===== src/rtl/arb_sel_2x1.sv =====
// Two-source round-robin arbiter driving the select of a downstream 2:1 mux.
// Optional grant-hold timeout is compiled in with `define ARB_TIMEOUT_EN (limit = MAX_HOLD cycles).
module arb_sel_2x1 #(
    parameter int MAX_HOLD = 16
) (
    input  logic clk,
    input  logic rst_n,
    input  logic req0,
    input  logic req1,
    output logic grant0,
    output logic grant1,
    output logic s,
    output logic busy
);

    localparam logic [1:0] IDLE = 2'd0;
    localparam logic [1:0] GNT0 = 2'd1;
    localparam logic [1:0] GNT1 = 2'd2;

    generate
        if (MAX_HOLD < 2 || MAX_HOLD > 256) begin : g_bad_max_hold
            $error("arb_sel_2x1: MAX_HOLD must lie in 2..256");
        end
    endgenerate

    logic [1:0] state_q, state_d;
    logic       lp_q, lp_d;
    logic       s_q, s_d;
    logic       grant0_q, grant0_d;
    logic       grant1_q, grant1_d;
    logic       busy_q, busy_d;
    logic       timeout;

`ifdef ARB_TIMEOUT_EN
    localparam int CNT_W = $clog2(MAX_HOLD);
    localparam logic [CNT_W-1:0] CNT_LAST = CNT_W'(MAX_HOLD - 1);

    logic [CNT_W-1:0] cnt_q, cnt_d;

    assign timeout = (state_q != IDLE) && (cnt_q == CNT_LAST);
`else
    assign timeout = 1'b0;
`endif

    always_comb begin
        state_d = state_q;
        unique case (state_q)
            IDLE: begin
                if (req0 && req1) begin
                    state_d = lp_q ? GNT0 : GNT1;
                end else if (req0) begin
                    state_d = GNT0;
                end else if (req1) begin
                    state_d = GNT1;
                end
            end
            GNT0: begin
                // Timeout hands over only when the other side is actually waiting.
                if (timeout && req1) begin
                    state_d = GNT1;
                end else if (!req0) begin
                    state_d = req1 ? GNT1 : IDLE;
                end
            end
            GNT1: begin
                if (timeout && req0) begin
                    state_d = GNT0;
                end else if (!req1) begin
                    state_d = req0 ? GNT0 : IDLE;
                end
            end
            default: state_d = IDLE;
        endcase
    end

    // Outputs are registered from the next-state value so they switch on the same edge as state.
    always_comb begin
        lp_d     = lp_q;
        s_d      = s_q;
        grant0_d = (state_d == GNT0);
        grant1_d = (state_d == GNT1);
        busy_d   = grant0_d | grant1_d;
        if (state_d == GNT0 && state_q != GNT0) begin
            lp_d = 1'b0;
            s_d  = 1'b0;
        end else if (state_d == GNT1 && state_q != GNT1) begin
            lp_d = 1'b1;
            s_d  = 1'b1;
        end
    end

`ifdef ARB_TIMEOUT_EN
    always_comb begin
        cnt_d = '0;
        if (state_d != IDLE && state_d == state_q) begin
            cnt_d = timeout ? '0 : cnt_q + 1'b1;
        end
    end

    always_ff @(posedge clk or negedge rst_n) begin
        if (!rst_n) begin
            cnt_q <= '0;
        end else begin
            cnt_q <= cnt_d;
        end
    end
`endif

    always_ff @(posedge clk or negedge rst_n) begin
        if (!rst_n) begin
            state_q  <= IDLE;
            lp_q     <= 1'b1;
            s_q      <= 1'b0;
            grant0_q <= 1'b0;
            grant1_q <= 1'b0;
            busy_q   <= 1'b0;
        end else begin
            state_q  <= state_d;
            lp_q     <= lp_d;
            s_q      <= s_d;
            grant0_q <= grant0_d;
            grant1_q <= grant1_d;
            busy_q   <= busy_d;
        end
    end

    assign grant0 = grant0_q;
    assign grant1 = grant1_q;
    assign s      = s_q;
    assign busy   = busy_q;

endmodule


===== config.mk =====
export PLATFORM = sky130hd
export DESIGN_NAME = arb_sel_2x1
export DESIGN_NICKNAME = d
export VERILOG_FILES = /design/src/rtl/arb_sel_2x1.sv
export SDC_FILE = /design/constraint.sdc
export NUM_CORES = 1
export LEC_CHECK = 0
export ABC_AREA = 1
export ABC_CLOCK_PERIOD_IN_PS = 1500
export CORE_AREA = 2 2 39 41
export DETAILED_ROUTE_END_ITERATION = 16
export DIE_AREA = 0 0 41 43
export PLACE_DENSITY = 0.46
export SETUP_SLACK_MARGIN = 0.1
export SYNTH_ARGS = -nofsm -noshare
export SYNTH_HDL_FRONTEND = slang
export SYNTH_SLANG_ARGS = --single-unit
export TNS_END_PERCENT = 100

===== constraint.sdc =====
create_clock -name clk -period 1.5 [get_ports clk]
set_input_delay 0.225 -clock clk [delete_from_list [all_inputs] [get_ports clk]]
set_output_delay 0.225 -clock clk [all_outputs]
set_load 0.05 [all_outputs]

==> run_summary.xml, run 1 <==
<?xml version="1.0" encoding="UTF-8"?>
<metrics>
  <group name="drt">
    <metric name="detail_route.first_pass.iterations" unit="">4</metric>
    <metric name="wirelength" unit="um">548</metric>
    <metric name="route.vias.total" unit="">242</metric>
    <metric name="final_antenna_net_count" unit="">0</metric>
    <metric name="initialDrtViolationCount" unit="">2</metric>
    <metric name="detail_route.vias_per_cell" unit="">3.967</metric>
    <metric name="route.detailed.drc" unit="">0</metric>
    <metric name="wire_per_inst" unit="um">8.984</metric>
  </group>
  <group name="timing">
    <metric name="setup_total_negative_slack" unit="ns">0</metric>
    <metric name="smallest_hold_slack" unit="ns">0.2293</metric>
    <metric name="clock_skew" unit="ns">0.001942</metric>
    <metric name="timing.final.ws_setup" unit="ns">0.1732</metric>
    <metric name="period_needed" unit="ns">1.327</metric>
    <metric name="finalSetupViolCount" unit="">0</metric>
    <metric name="final_report_max_slew_violation_count" unit="">0</metric>
    <metric name="worst-slew-pin-transition" unit="ns">0.3053</metric>
    <metric name="relSlewSlack" unit="%">79.58</metric>
    <metric name="timing_hold_violations_final" unit="">0</metric>
    <metric name="max_freq" unit="MHz">753.7</metric>
    <metric name="timing.final.crit_share" unit="%">88.45</metric>
    <metric name="rsz_0062_raised_after_global_routing" unit="">yes</metric>
  </group>
  <group name="clock_tree">
    <metric name="cts.clk_slew.worst_paths" unit="ns">0.05</metric>
    <metric name="cts.path.max_buffers" unit="">2</metric>
    <metric name="cts_made_buffers" unit="">3</metric>
    <metric name="clk-insertion-delay-late" unit="ns">0.25</metric>
    <metric name="clock_sinks" unit="">7</metric>
    <metric name="cts_root_buffer" unit="">clkbuf_4</metric>
    <metric name="clock_tree.htree_level_count" unit="">1</metric>
    <metric name="clock_tree_from_tritoncts" unit="">yes</metric>
    <metric name="postCtsSetupRepairBufs" unit="">0</metric>
  </group>
  <group name="global_route">
    <metric name="grt_pass1_wl" unit="um">952</metric>
    <metric name="vias_in_the_first_global_route" unit="">248</metric>
    <metric name="global_route_usage_sum" unit="%">9.100</metric>
    <metric name="grt_overflow" unit="">0</metric>
    <metric name="grt_antenna_before_repair" unit="">0</metric>
    <metric name="maximum_number_of_pins_on_one_net_before_global_route_repair" unit="">8</metric>
  </group>
  <group name="worst_setup_path">
    <metric name="setup.worst_path.start_class" unit="">primary input</metric>
    <metric name="timing.critical_path.to_type" unit="">register</metric>
    <metric name="cp.required" unit="ns">1.68</metric>
    <metric name="timing.critical_path.arrival" unit="ns">1.51</metric>
    <metric name="critical_path_fanout_max" unit="">2</metric>
    <metric name="path_class" unit="">in -&gt; reg</metric>
  </group>
  <group name="synth">
    <metric name="synth.area.top_cells" unit="">dfrtp_1, nand2_1, dfstp_2</metric>
    <metric name="synthDominantCellAreaShare" unit="%">50.21</metric>
    <metric name="synth-xor-area-share" unit="%">0</metric>
    <metric name="synth_seq_area_share" unit="%">59.00</metric>
    <metric name="yosys_register_bits" unit="">7</metric>
    <metric name="synth_compound_area_share" unit="%">8.787</metric>
    <metric name="muxShareOfSynthArea" unit="%">0</metric>
    <metric name="yosys.area_share.simple" unit="%">15.06</metric>
    <metric name="yosys_warnings" unit="">0</metric>
    <metric name="synth_area" unit="um^2">299.0</metric>
    <metric name="syn_area_per_cell" unit="um^2">9.646</metric>
    <metric name="post_synth_inst_count" unit="">31</metric>
    <metric name="synth_nets" unit="">37</metric>
    <metric name="combinational_family_with_the_most_area_after_synthesis" unit="">simple AND/OR/NAND/NOR gates</metric>
    <metric name="synth_cell_type_count" unit="">10</metric>
    <metric name="adder_cell_share_of_the_synthesized_area" unit="%">8.368</metric>
    <metric name="synth.largest_area_cell" unit="">dfrtp_1</metric>
  </group>
  <group name="floorplan">
    <metric name="dieWidth" unit="um">41</metric>
    <metric name="core_area" unit="um^2">1384</metric>
    <metric name="die-height" unit="um">43</metric>
    <metric name="floorplan.initialDensity" unit="%">21.61</metric>
    <metric name="floorplan.rows" unit="">14</metric>
    <metric name="full_die_area" unit="um^2">1763</metric>
    <metric name="boundaryPins" unit="">8</metric>
  </group>
  <group name="layout">
    <metric name="area_growth" unit="%">46.44</metric>
    <metric name="total_nets_final" unit="">52</metric>
    <metric name="antenna_cells_inserted" unit="">0</metric>
    <metric name="final_layout_size_suffix_gt1_share" unit="%">35.56</metric>
    <metric name="fin_area" unit="um^2">437.9</metric>
    <metric name="most_common_cell_after_layout_fill_and_taps_aside" unit="">nand2_1</metric>
    <metric name="post-route-util" unit="%">31.65</metric>
    <metric name="layout.cells.most_common_list" unit="">nand2_1, buf_4, inv_1, dfrtp_1</metric>
  </group>
  <group name="run">
    <metric name="cap_violations" unit="">0</metric>
  </group>
  <group name="hold_path">
    <metric name="min_delay_path_class" unit="">in -&gt; async</metric>
  </group>
  <group name="power">
    <metric name="p_leak" unit="nW">0.2335</metric>
    <metric name="pwr_density_cell" unit="nW/um^2">1956</metric>
    <metric name="vdd_drop_max" unit="uV">494.9</metric>
  </group>
  <group name="outcome">
    <metric name="result_of_the_run" unit="">completed</metric>
  </group>
  <group name="placed_design">
    <metric name="buffer_ports.inserted" unit="">7</metric>
    <metric name="dpl_worst_slack" unit="ns">-0.07537</metric>
    <metric name="detailed_place.area" unit="um^2">401.6</metric>
    <metric name="gp_congestion" unit="">0.7645</metric>
    <metric name="place.detailed.hpwl" unit="um">411.7</metric>
  </group>
</metrics>
-- state kept, by name, summed over array words and instances, names as in the netlist --
register	count
lp_q	1
state_q	2
busy	1
grant1	1
s	1
grant0	1
-- area by class of cell --
class | count | area, um^2
clock buffer | 4 | 26.28
fill | 146 | 945.9
inverter | 7 | 26.28
multi-input combinational | 17 | 106.4
sequential | 7 | 176.4
tap | 16 | 20.02
timing repair buffer | 10 | 82.58
-- cell families (layout without fill, tap and decap cells) --
kind of cell / count (synthesis) / after routing
simple gates: 11 / 11
buf+inv: 7 / 21
fa+ha+maj: 2 / 2
compound gates: 4 / 4
flops: 7 / 7
-- report_power, final --
part | switching [W] | leakage [nW] | total [W] | internal, W
Sequential | 0.0000338 | 0.0855 | 0.000298 | 0.000264
Combinational | 0.000253 | 0.133 | 0.000388 | 0.000135
Clock | 0.0000685 | 0.0150 | 0.000170 | 0.000101
Total | 0.000356 | 0.233 | 0.000856 | 0.000501
-- worst max-delay path, cell delays in order --
cell and delay, ns:
clkdlybuf4s50_1 0.42, or2_1 0.26, nand2_1 0.08, nand2_1 0.05, ha_1 0.18, a21boi_2 0.17, a21oi_1 0.12
-- through the flow --
step,std cells,power (W)
after global routing,61,0.0009152
after floorplan,31,0.0005450
after global placement,57,0.0006663
after CTS,61,0.0008461
after detailed placement,57,0.0006705
final,61,0.0008564
-- synth_stat cells --
master    n
or2_1     1
dfstp_2   1
a21boi_0  1
ha_1      2
nand3_1   1
a21oi_1   2
a21oi_2   1
nand2_1   9
inv_1     7
dfrtp_1   6
-- repair_timing --
item / 4_1_cts / 5_1_grt
hold buffers: 0 / 0
endpoints found under the setup margin: 1 / 2
gates resized for setup: 1 / 4
pin swaps: 0 / 1
-- per-layer routing --
metal / up-vias / share of wire (%) / GRT usage (%)
met5: - / 0 / 0
met4: 0 / 0 / 12.00
met3: 0 / 7.8 / 5.236
met2: 10 / 51 / 10.94
met1: 112 / 41 / 8.882
li1: 120 / - / -
-- worst paths after layout --
path,start,endpoint,slack [ns],cells past startpoint
setup / recovery,req0,lp_q,0.17,7
hold / removal,rst_n,state_q[0],0.23,1
setup reg to reg,lp_q,s,0.17,7
hold reg to reg,lp_q,lp_q,0.47,2
max in group asynchronous,rst_n,lp_q,0.99,1
min in group clk,lp_q,lp_q,0.47,2
Power figures use the tool's default switching activity.
==> run 2: changes to the inputs <==
GPL_TIMING_DRIVEN = 0   (was unset)
HOLD_SLACK_MARGIN = 0.08   (was unset)
==> run 2 against run 1 <==
Fmax rose by 0.30%. Count of clock-buffer cells in the layout did not move. Clock skew down 0.0014 ns. Critical path depth down 6. Sequential share of layout area grew 0.70 points. Worst setup slack gained 0.0040 ns. Register-to-register slack hardly changed. Via count is 8.7% lower. Clock power is 4% lower.
==> run_summary.xml, run 2 (synthesis gave the netlist of run 1 again) <==
<?xml version="1.0" encoding="UTF-8"?>
<metrics>
  <group name="outcome">
    <metric name="result_of_the_run" unit="">completed</metric>
  </group>
  <group name="global_route">
    <metric name="global_route_usage_sum" unit="%">8.392</metric>
    <metric name="grt_pass1_wl" unit="um">841</metric>
    <metric name="maximum_number_of_pins_on_one_net_before_global_route_repair" unit="">8</metric>
    <metric name="vias_in_the_first_global_route" unit="">208</metric>
    <metric name="grt_overflow" unit="">0</metric>
    <metric name="grt_antenna_before_repair" unit="">0</metric>
  </group>
  <group name="timing">
    <metric name="relSlewSlack" unit="%">67.87</metric>
    <metric name="worst-slew-pin-transition" unit="ns">0.4838</metric>
    <metric name="finalSetupViolCount" unit="">0</metric>
    <metric name="clock_skew" unit="ns">0.0005657</metric>
    <metric name="final_report_max_slew_violation_count" unit="">0</metric>
    <metric name="timing_hold_violations_final" unit="">0</metric>
    <metric name="rsz_0062_raised_after_global_routing" unit="">no</metric>
    <metric name="timing.final.ws_setup" unit="ns">0.1772</metric>
    <metric name="period_needed" unit="ns">1.323</metric>
    <metric name="timing.final.crit_share" unit="%">88.19</metric>
    <metric name="max_freq" unit="MHz">756.0</metric>
  </group>
  <group name="power">
    <metric name="p_leak" unit="nW">0.2226</metric>
    <metric name="pwr_density_cell" unit="nW/um^2">1930</metric>
    <metric name="fin_total_pwr" unit="W">0.0008306</metric>
    <metric name="vdd_drop_max" unit="uV">590.0</metric>
  </group>
  <group name="clock_tree">
    <metric name="clk-insertion-delay-late" unit="ns">0.24</metric>
    <metric name="cts_hold_buffers" unit="">0</metric>
    <metric name="postCtsSetupRepairBufs" unit="">0</metric>
    <metric name="cts_made_buffers" unit="">3</metric>
    <metric name="clock_tree.htree_level_count" unit="">1</metric>
    <metric name="cts.path.max_buffers" unit="">2</metric>
    <metric name="cts.clk_slew.worst_paths" unit="ns">0.05</metric>
    <metric name="cts_root_buffer" unit="">clkbuf_4</metric>
    <metric name="clock_tree_from_tritoncts" unit="">yes</metric>
    <metric name="clock_sinks" unit="">7</metric>
  </group>
  <group name="layout">
    <metric name="total_nets_final" unit="">49</metric>
    <metric name="filler_cell_count" unit="">152</metric>
    <metric name="multi_input_area" unit="um^2">116.4</metric>
    <metric name="largest_register_ff_count" unit="">2</metric>
    <metric name="layout.cells.most_common_list" unit="">nand2_1, dfrtp_1, inv_1, dlygate4sd2_1</metric>
    <metric name="layout.area.seq" unit="um^2">176.4</metric>
    <metric name="most_common_cell_after_layout_fill_and_taps_aside" unit="">nand2_1</metric>
    <metric name="antenna_cells_inserted" unit="">0</metric>
    <metric name="area_growth" unit="%">43.93</metric>
    <metric name="final_layout_size_suffix_gt1_share" unit="%">28.57</metric>
    <metric name="post-route-util" unit="%">31.10</metric>
    <metric name="top_register" unit="">state_q</metric>
  </group>
  <group name="worst_setup_path">
    <metric name="setup.worst_path.start_class" unit="">register</metric>
    <metric name="critical-path-top-delay-family" unit="">buffers and inverters</metric>
    <metric name="timing.critical_path.arrival" unit="ns">1.10</metric>
    <metric name="path_class" unit="">reg -&gt; out</metric>
    <metric name="timing.critical_path.to_type" unit="">output port</metric>
    <metric name="worst-r2r-cell-count" unit="">7</metric>
    <metric name="cp.required" unit="ns">1.27</metric>
    <metric name="slowest_delay" unit="ns">0.52</metric>
    <metric name="critical_path_fanout_max" unit="">2</metric>
    <metric name="cp_num_buf_inv" unit="">1</metric>
    <metric name="worstPathCellList" unit="">dlygate4sd2_1</metric>
    <metric name="wp_depth" unit="">1</metric>
    <metric name="critPathSlowestCell" unit="">dlygate4sd2_1</metric>
  </group>
  <group name="drt">
    <metric name="wire_per_inst" unit="um">9.069</metric>
    <metric name="route.vias.total" unit="">221</metric>
    <metric name="initialDrtViolationCount" unit="">5</metric>
    <metric name="detail_route.first_pass.iterations" unit="">4</metric>
    <metric name="detail_route.vias_per_cell" unit="">3.810</metric>
    <metric name="final_antenna_net_count" unit="">0</metric>
    <metric name="wirelength" unit="um">526</metric>
    <metric name="route.detailed.drc" unit="">0</metric>
  </group>
  <group name="floorplan">
    <metric name="boundaryPins" unit="">8</metric>
    <metric name="die-height" unit="um">43</metric>
    <metric name="dieWidth" unit="um">41</metric>
    <metric name="full_die_area" unit="um^2">1763</metric>
    <metric name="core_area" unit="um^2">1384</metric>
    <metric name="floorplan.initialDensity" unit="%">21.61</metric>
    <metric name="floorplan.rows" unit="">14</metric>
  </group>
  <group name="placed_design">
    <metric name="buffer_ports.inserted" unit="">7</metric>
    <metric name="place.detailed.hpwl" unit="um">406</metric>
    <metric name="dpl_worst_slack" unit="ns">-0.1147</metric>
    <metric name="gp_congestion" unit="">0.7998</metric>
  </group>
  <group name="run">
    <metric name="cap_violations" unit="">0</metric>
  </group>
  <group name="hold_path">
    <metric name="min_delay_path_class" unit="">in -&gt; async</metric>
  </group>
</metrics>
run 2: cell types whose count changed in the layout (fill, tap and decap cells not counted), sizes merged:
cell and delta:
buf -7, dlygate4sd2 +4
run 2: final timing paths:
path,from,to,slack [ns]
setup / recovery,s,s,0.18
max in group asynchronous,rst_n,lp_q,0.98
min in group clk,lp_q,lp_q,0.47
hold / removal,rst_n,grant1,0.24
setup reg to reg,lp_q,s,0.18
hold reg to reg,lp_q,lp_q,0.47
run 2: layout make-up:
cell class	count	share of cell area [%]
tap	16	4.651
sequential	7	40.99
multi-input combinational	17	27.03
clock buffer	4	6.105
timing repair buffer	7	15.12
inverter	7	6.105
run 2: per-stage QoR:
step,hold slack (ns),cell area (um^2),setup TNS (ns),instances
final,0.2397,430.4,0,58
after global routing,0.2582,430.4,0,58
after CTS,0.2430,410.4,0,58
after detailed placement,0.4598,389.1,-0.1833,54
after global placement,0.4574,389.1,-0.1499,54
after floorplan,-0.07059,299.0,0,31
run 2: metal layers:
metal	up-vias	global-route usage, %	wire length, um
li1	116	-	-
met1	95	9.211	251
met2	8	9.688	234
met3	2	3.141	20
met4	0	12.00	20
met5	-	0	0
run 2: repair_timing:
action                                  4_1_cts  5_1_grt
endpoints found under the hold margin         0        0
gates resized for setup                       5        8
pin swaps                                     0        1
endpoints found under the setup margin        5        2
run 2: power by group:
part	total [W]	internal (W)	switching (W)	leakage [nW]
Clock	0.000164	0.000101	0.0000627	0.0150
Sequential	0.000300	0.000264	0.0000358	0.0855
Combinational	0.000367	0.000112	0.000254	0.122
